<file path="config.mk">
export PLATFORM = sky130hd
export DESIGN_NAME = signal_debouncer
export DESIGN_NICKNAME = d
export VERILOG_FILES = /design/src/rtl/signal_debouncer.sv
export SDC_FILE = /design/constraint.sdc
export NUM_CORES = 1
export LEC_CHECK = 0
export ABC_AREA = 1
export CAP_MARGIN = 15
export CORE_AREA = 2 2 39 41
export DETAILED_ROUTE_END_ITERATION = 8
export DIE_AREA = 0 0 41 43
export PLACE_DENSITY = 0.53
export SYNTH_ARGS = -nofsm -noshare
export SYNTH_HDL_FRONTEND = slang
export SYNTH_SLANG_ARGS = --single-unit
export TNS_END_PERCENT = 100
</file>
<file path="constraint.sdc">
create_clock -name clk -period 1.3 [get_ports clk]
set_clock_uncertainty 0.15 [all_clocks]
set_input_delay 0.26 -clock clk [delete_from_list [all_inputs] [get_ports clk]]
set_output_delay 0.26 -clock clk [all_outputs]
set_load 0.005 [all_outputs]
</file>
<file path="src/rtl/signal_debouncer.sv">
// signal_debouncer: synchronizer plus stability-count FSM that turns a raw asynchronous input into a clean level.
// The optional rejected-transition counter (glitch_cnt) is built only when DEBOUNCE_GLITCH_CNT_EN is defined.
module signal_debouncer #(
    parameter int SYNC_STAGES   = 2,
    parameter int STABLE_CYCLES = 4,
    parameter int GLITCH_W      = 8
) (
    input  logic                clk,
    input  logic                rst,
    input  logic                signal,
    output logic                clean,
    output logic                busy
`ifdef DEBOUNCE_GLITCH_CNT_EN
    ,
    output logic [GLITCH_W-1:0] glitch_cnt
`endif
);
    localparam int CW = $clog2(STABLE_CYCLES + 1);
    localparam logic [CW-1:0] LAST = CW'(STABLE_CYCLES - 1);
    typedef enum logic [1:0] {LOW, WAIT_H, HIGH, WAIT_L} state_t;
    state_t state;
    logic [CW-1:0] cnt;
    logic [SYNC_STAGES-2:0] sync;
    logic s;
    logic abort;
    // The FSM evaluates the value entering the last synchronizer stage, so its own state register is that stage.
    assign s = sync[SYNC_STAGES-2];
    assign abort = (state == WAIT_H && !s) || (state == WAIT_L && s);
    // Leading synchronizer flops.
    always_ff @(posedge clk) begin
        if (rst) begin
            sync <= '0;
        end else begin
            sync[0] <= signal;
            for (int i = 1; i < SYNC_STAGES - 1; i++) sync[i] <= sync[i-1];
        end
    end
    // Stability-count FSM with registered clean/busy; an abort always beats the threshold transition.
    always_ff @(posedge clk) begin
        if (rst) begin
            state <= LOW;
            cnt   <= '0;
            clean <= 1'b0;
            busy  <= 1'b0;
        end else begin
            case (state)
                LOW: if (s) begin
                    if (STABLE_CYCLES == 1) begin
                        state <= HIGH;
                        clean <= 1'b1;
                    end else begin
                        state <= WAIT_H;
                        cnt   <= CW'(1);
                        busy  <= 1'b1;
                    end
                end
                WAIT_H: if (!s) begin
                    state <= LOW;
                    busy  <= 1'b0;
                end else if (cnt == LAST) begin
                    state <= HIGH;
                    clean <= 1'b1;
                    busy  <= 1'b0;
                end else begin
                    cnt <= cnt + 1'b1;
                end
                HIGH: if (!s) begin
                    if (STABLE_CYCLES == 1) begin
                        state <= LOW;
                        clean <= 1'b0;
                    end else begin
                        state <= WAIT_L;
                        cnt   <= CW'(1);
                        busy  <= 1'b1;
                    end
                end
                WAIT_L: if (s) begin
                    state <= HIGH;
                    busy  <= 1'b0;
                end else if (cnt == LAST) begin
                    state <= LOW;
                    clean <= 1'b0;
                    busy  <= 1'b0;
                end else begin
                    cnt <= cnt + 1'b1;
                end
                default: begin
                    state <= LOW;
                    clean <= 1'b0;
                    busy  <= 1'b0;
                end
            endcase
        end
    end
`ifdef DEBOUNCE_GLITCH_CNT_EN
    // Saturating count of aborted qualifications; cleared only by reset.
    always_ff @(posedge clk) begin
        if (rst) glitch_cnt <= '0;
        else if (abort && !(&glitch_cnt)) glitch_cnt <= glitch_cnt + 1'b1;
    end
`else
    // GLITCH_W only sizes the optional counter; tie it off here.
    logic unused_cfg;
    assign unused_cfg = ^{GLITCH_W, abort};
`endif
endmodule

</file>
======== Word level (Yosys, flattened, before mapping) ========
Index checks and enable logic that the tools add are counted.
storage, ports and cells
  output and inout port bits .............. 2
  flip-flop bits (word level) ............. 8
  logic and storage cells ................. 48
cells by class
  reduce and logical (&&, ||, !) cells .... 6
  muxes and demuxes ....................... 24
  eq/ne operators ......................... 12
  $add $sub $neg .......................... 1
operators by type and width
  kind                                                   number
  two-way mux 3 bit                                      5
  two-way mux 2 bit                                      6
  one-hot mux 3 bit (4 select lines)                     1
  two-way mux 1 bit                                      9
  inequality test 2 bit, second input constant           4
  one-hot mux 2 bit (4 select lines)                     1
  AND reduction 4 bit                                    2
  inequality test 3 x 2 -> 1 bit, second input constant  2
  AND reduction 5 bit                                    1
  equality test 2 bit, second input constant             2
  inequality test 2 x 1 -> 1 bit, second input constant  2
  one-hot mux 1 bit (4 select lines)                     1
  adder 3 x 1 -> 3 bit, second input constant            1
  equality test 3 x 2 -> 1 bit, second input constant    1
  equality test 2 x 1 -> 1 bit, second input constant    1
  zero test 2 bit                                        1
  one-hot mux 1 bit (2 select lines)                     1
  AND reduction 2 bit                                    1
  nonzero test 2 bit                                     1

======== Depth between registers and ports, before layout ========
Gate-level depths: netlist of run 1.
  depth in word-level cells ............... 4
  gate-level depth with buffers ........... 7
  depth with buffers taken out ............ 7

======== Worst setup path before layout of run 1 ========
OpenSTA, ideal clock, no wires.
  kind .................................... register -> register
  start point ............................. reg cnt[0]
  end point ............................... reg cnt[2]
  setup time .............................. 0.066 ns
  slack ................................... 0.026 ns
  data arrival time ....................... 1.058 ns
  data required time ...................... 1.084 ns
  stages on the path, launching flop included .. 6
  period minus slack after synthesis ...... 1.274 ns
  path through ............................ dfxtp_1 -> ha_1 -> ha_1 -> nor2_1 -> nand3_1 -> a21oi_2
between the ends
  longest elaborated chain between the ends .. 4
  elaborated cells on any way between the ends .. 6
  classes of those cells .................. add/sub: 1; eq/ne: 1; mux: 4
ends and longest elaborated chain
  what                                                                         line    text
  from (decl)                                                                  22      logic [CW-1:0] cnt;
  from (signal assigned)                                                       65      cnt <= cnt + 1'b1;
  from (signal assigned)                                                       85      cnt <= cnt + 1'b1;
  adder 3 x 1 -> 3 bit / equality test 3 x 2 -> 1 bit (equally long branches)  -
  two-way mux 3 bit *                                                          60, 80
  two-way mux 3 bit (on tied branches)                                         77, 57
  one-hot mux 3 bit (4 select lines) *                                         46      case (state)
Every way passes the cells marked *; elsewhere a longest branch is shown, timed or not. The select of a mux whose other input is x is not followed.
A chain may end at the register's enable or synchronous reset.

======== Worst setup path after layout of run 1 ========
  start point ............................. reg cnt[1]
  end point ............................... reg cnt[2]
Same word-level chain as after synthesis.

==> key figures, run 1 <==
Placed design
  – Routability cong.: 0.6274
  – Pre-CTS WS: -46.92 ps
  – Detailed placement HPWL: 502.8 µm
  – Buffers added on ports: 4

Pwr
  – Pint: 382.8 µW
  – Leak: 0.2632 nW
  – Clk pwr share: 0.380
  – Switch Pwr: 111.3 µW
  – Flop pwr share: 0.528
  – VDD IR max: 0.0004334 V
  – Switching share of power: 0.2253
  – PwrDens: 871.8 mW/mm²
  – Total power: 494.1 µW
  – Logic pwr share: 0.092

Timing
  – Tmin final: 1235 ps
  – Hold_ws: 324.8 ps
  – PnR worst setup slack: 65.20 ps
  – Worst-margin pin slew: 245.8 ps
  – Setup-failing EPs final: 0
  – RSZ-0062 raised after global routing: false
  – Fmax: 809.8 MHz
  – Hold Vio Cnt, Final: 0
  – Fin. max-slew vios: 0
  – Slew HR: 0.8359
  – Final period util: 0.9498

Synthesis
  – FF+latch count, synth: 8
  – Seq/Total Area, Yosys: 0.4063
  – Synthesized Nets: 60
  – Netlist cell types: 13
  – Cell Area, Synth: 394.1 µm²
  – Cell count after synthesis: 54
  – Warnings from Yosys: 0
  – Synthesized area per cell: 7.299 µm²

Drt
  – DRT Pass-1 Iters: 3
  – DRT Wirelength: 722 µm
  – Via Count: 348
  – Routed Antenna Nets: 0
  – DRC violations left: 0
  – Vias/cell: 4.296
  – Iteration-0 DRC Markers: 3
  – Average wire per standard cell: 8.914 µm

Global routing
  – Number of global-route vias before repair: 330
  – Global-route wire length before repair: 1.262 mm
  – Gr usage total: 0.1169
  – Largest net degree at the start of global routing: 6
  – Initial antenna violation count: 0
  – Global route total overflow: 0

Clock tree
  – Clk buf depth: 2
  – Clk sink count: 8
  – Hold_buf cts: 0
  – Worst-path clk slew: 50 ps
  – CTS tree: done
  – Clk root buf: clkbuf_4
  – H-tree Lvls: 1
  – Skew-Pair Late Insertion Delay: 250 ps
  – TritonCTS buffer count: 3

Setup path
  – CP Capture Point: cnt[2]
  – R2R cell count: 6
  – Worst Path Max Fanout: 4
  – Worst path arrival time: 1230 ps
  – CP Class: reg2reg
  – CP Launch Point: cnt[1]
  – R2R Setup Slk: 70 ps
  – R2R Path Start: cnt[1]
  – Type of origin of the critical path: flip-flop
  – CP Capture Type: flip-flop
  – Terminus of the critical flop-to-flop path: cnt[2]
  – Worst Path Required: 1300 ps

Floorplan
  – Chip height: 43 µm
  – Initial core utilization: 0.2848
  – Core area: 0.001384 mm²
  – Die area: 0.001763 mm²
  – Die X: 41 µm
  – # IOs: 5
  – Num rows: 14

Finish
  – Ant diodes: 0
  – Share of cells above drive strength 1: 0.3846
  – Synth-to-Final Area Change: 43.81%
  – Nets: 73

Run
  – Max-cap violations: 0

Hold path
  – Worst hold path class: reg2reg

Run status
  – Status: finished, final reports clean
layout make-up:
class,count,area [µm²]
Fill cell,145,817.0
Multi-Input combinational cell,36,256.5
Sequential cell,8,162.7
Timing Repair Buffer,8,67.56
Inverter,10,37.54
Clock buffer,3,22.52
Tap cell,16,20.02
logic make-up after synthesis:
| family | Yosys count | synth area share |
|---|---|---|
| AOI/OAI and AO/OA | 6 | 0.09522 |
| buffers and inverters | 10 | 0.09522 |
| DFF | 8 | 0.4063 |
| and+or+nand+nor | 27 | 0.3079 |
| adders and majority gates | 3 | 0.09525 |
worst min-delay path by stage:
stage / from / slack, ps / depth (start not counted) / endpoint
global route: busy / 360 / 2 / busy
global placement: cnt[2] / 310 / 2 / cnt[2]
finish: busy / 320 / 2 / busy
floorplan: rst / 170 / 1 / cnt[1]
CTS: busy / 330 / 2 / busy
detailed placement: busy / 320 / 2 / busy
through the flow:
step / utilization / area (µm²) / TNS [ps] / cells
2_1_floorplan: - / 394.1 / 0 / 54
3_3_place_gp: 0.3391 / 469.2 / -136.3 / 76
3_5_place_dp: 0.3391 / 469.2 / -108.1 / 76
4_1_cts: 0.3716 / 514.2 / 0 / 79
5_1_grt: 0.4096 / 566.8 / 0 / 81
6_report: 0.4096 / 566.8 / 0 / 81
synth_stat cells, drive strengths merged:
cell type | count | area, µm²
ha | 3 | 37.54
inv | 10 | 37.53
o21ai | 3 | 15.01
and3 | 1 | 6.260
nor2 | 8 | 30.03
a21oi | 3 | 22.52
nand2 | 14 | 60.06
nand3 | 4 | 25.02
dfxtp | 8 | 160.2
timing repair:
| action | 4_1_cts | 5_1_grt |
|---|---|---|
| setup endpoints to repair | 8 | 4 |
| pin swaps | 2 | 2 |
| buffers inserted | 0 | 2 |
| resized for setup | 8 | 11 |
power by group through the flow:
stage / sequential, mW / combinational (mW) / clock, mW
2_1_floorplan: 0.263 / 0.0215 / 0
4_1_cts: 0.260 / 0.0418 / 0.197
3_3_place_gp: 0.264 / 0.0404 / 0
3_5_place_dp: 0.264 / 0.0402 / 0
6_report: 0.261 / 0.0455 / 0.188
5_1_grt: 0.261 / 0.0523 / 0.213
critical path, stage by stage, from the launching register on:
cell     delay [ps]
dfxtp_2         330
ha_4            170
ha_4            160
nand2_4          80
nand3_4          80
nand2_1          90
a21oi_2          60
placed cells by master (no fill, tap or decap):
cell type and n:
nor2_1 6, a21oi_2 2, nand3_4 1, inv_2 3
nor2_2 2, nand2_2 4, o21ai_0 2, inv_1 7
dfxtp_2 2, and3_1 1, buf_4 4, dfxtp_1 6
nand2_1 9, nand3_1 3, clkbuf_4 3, o21ai_1 1
nand2_4 1, ha_4 3, dlygate4sd2_1 2, clkdlybuf4s50_1 2
a21oi_1 1
metal layers:
metal	track usage	part of all wire	vias up
li1	-	-	190
met1	0.1336	0.44	146
met2	0.1500	0.47	7
met3	0.04712	0.047	5
met4	0.1200	0.048	0
met5	0	0	-
Power figures use the tool's default switching activity.
==> inputs of run 2 (changes only) <==
CAP_MARGIN = unset   (was 15)
PLACE_DENSITY = 0.51   (was 0.53)
clock period = 1.5 ns   (was 1.3 ns; I/O delays follow)
==> run 2 against run 1 <==
Compared with the run above:
- sequential share of layout area grew 4.7 points
- sequential power fell by 14%
- maximum frequency down 9.0%
- die area is the same
- routed wire length down 6.6%
- global-route usage fell by 0.52 points
- via count decreased by 2.6%
- largest cell class unchanged
- largest power group unchanged
==> key figures, run 2 (same netlist as run 1, synthesis figures left out) <==
Run status
  – Status: finished, final reports clean

Global routing
  – Global route total overflow: 0
  – Number of global-route vias before repair: 293
  – Initial antenna violation count: 0
  – Gr usage total: 0.1118
  – Largest net degree at the start of global routing: 6
  – Global-route wire length before repair: 1.228 mm

Finish
  – Synth-to-Final Area Change: 22.54%
  – Most frequent cells in the layout: 11 x nand2_1, 9 x inv_1, 8 x nor2_1
  – Nets: 70
  – Commonest non-fill, non-tap cell in the layout: nand2_1
  – Share of cells above drive strength 1: 0.1935
  – Ant diodes: 0

Setup path
  – R2R cell count: 7
  – Terminus of the critical flop-to-flop path: cnt[0]
  – CP Class: reg2reg
  – Worst Path Max Fanout: 4
  – Worst path arrival time: 1400 ps
  – Type of origin of the critical path: flip-flop
  – Worst Path Required: 1550 ps
  – R2R Setup Slk: 140 ps
  – R2R Path Start: cnt[0]
  – CP Capture Type: flip-flop

Pwr
  – Leak: 0.2331 nW
  – PwrDens: 877.7 mW/mm²
  – VDD IR max: 0.0004587 V

Drt
  – Vias/cell: 4.346
  – DRT Pass-1 Iters: 4
  – Iteration-0 DRC Markers: 10
  – Average wire per standard cell: 8.641 µm
  – DRT Wirelength: 674 µm
  – DRC violations left: 0
  – Via Count: 339
  – Routed Antenna Nets: 0

Hold path
  – Worst hold path class: reg2reg
  – Hold path start: cnt[2]
  – Worst hold stages: 2
  – Worst Hold Endpoint: cnt[2]

Timing
  – Setup-failing EPs final: 0
  – Hold Vio Cnt, Final: 0
  – PnR worst setup slack: 143.2 ps
  – Fmax: 737.0 MHz
  – Slew HR: 0.8614
  – Final period util: 0.9045
  – RSZ-0062 raised after global routing: false
  – Tmin final: 1357 ps
  – Final setup TNS: 0 ps
  – Worst-margin pin slew: 207.6 ps
  – Fin. max-slew vios: 0

Placed design
  – Routability cong.: 0.7023
  – Detailed placement HPWL: 528.1 µm
  – Buffers added on ports: 4
  – Pre-CTS WS: 142.9 ps

Clock tree
  – Post-CTS setup buffer count: 0
  – Worst-path clk slew: 60 ps
  – Clk buf depth: 2
  – H-tree Lvls: 1
  – Clk root buf: clkbuf_4
  – Skew-Pair Late Insertion Delay: 250 ps
  – Hold_buf cts: 0
  – Clk sink count: 8
  – TritonCTS buffer count: 3
  – CTS tree: done

Floorplan
  – Die area: 0.001763 mm²
  – Chip height: 43 µm
  – Initial core utilization: 0.2848
  – # IOs: 5
  – Core area: 0.001384 mm²
  – Num rows: 14
  – Die X: 41 µm

Run
  – Max-cap violations: 0
run 2: cell types whose count changed in the layout (fill, tap and decap cells not counted), sizes merged:
cell and change:
buf -3
run 2: timing repair:
action                                  in CTS  in global routing
gates resized for setup                      3                  0
endpoints found under the hold margin        0                  0
endpoints found under the setup margin       2                  0
run 2: stage by stage:
stage / instances / power, mW / hold slack (ps) / utilization / instance area [µm²]
detailed placement: 75 / 0.2644 / 312.0 / 0.3336 / 461.7
global route: 78 / 0.4465 / 338.6 / 0.3490 / 483.0
finish: 78 / 0.4239 / 320.9 / 0.3490 / 483.0
CTS: 78 / 0.4342 / 323.0 / 0.3490 / 483.0
floorplan: 54 / 0.2468 / 212.4 / - / 394.1
global placement: 75 / 0.2640 / 324.2 / 0.3336 / 461.7
run 2: layout make-up:
cell class / instances / area [µm²]
Fill cell: 149 / 900.9
Multi-Input combinational cell: 36 / 196.4
Sequential cell: 8 / 161.4
Timing Repair Buffer: 5 / 45.04
Inverter: 10 / 37.54
Clock buffer: 3 / 22.52
Tap cell: 16 / 20.02
run 2: how the worst max path moves through the flow:
stage / startpoint / end / slack (ps) / depth (start not counted)
final: cnt[0] / cnt[0] / 140 / 7
after global routing: cnt[0] / cnt[0] / 30 / 7
after CTS: cnt[0] / cnt[0] / 120 / 7
after detailed placement: cnt[0] / cnt[0] / 140 / 7
after global placement: cnt[0] / cnt[2] / 160 / 6
after floorplan: cnt[0] / cnt[2] / 230 / 5
run 2: report_power, final:
group	internal [mW]	switching (mW)	leakage, nW
registers	0.220	0.00523	0.0657
clock network	0.0916	0.0740	0.0138
logic	0.0161	0.0174	0.154
total	0.327	0.0966	0.233
run 2: per-layer routing:
layer | track usage | share of wire | up-vias
met2 | 0.1406 | 0.47 | 9
met4 | 0.06000 | 0.012 | 0
li1 | - | - | 182
met5 | 0 | 0 | -
met3 | 0.08377 | 0.085 | 2
met1 | 0.1331 | 0.43 | 146
run 2: critical path: stages, from the launching register on:
cell and delay [ps]:
dfxtp_1 310, ha_1 220, ha_1 210, nand2_2 100, nand3_2 120, nand2_1 80
inv_1 30, nor2_1 80
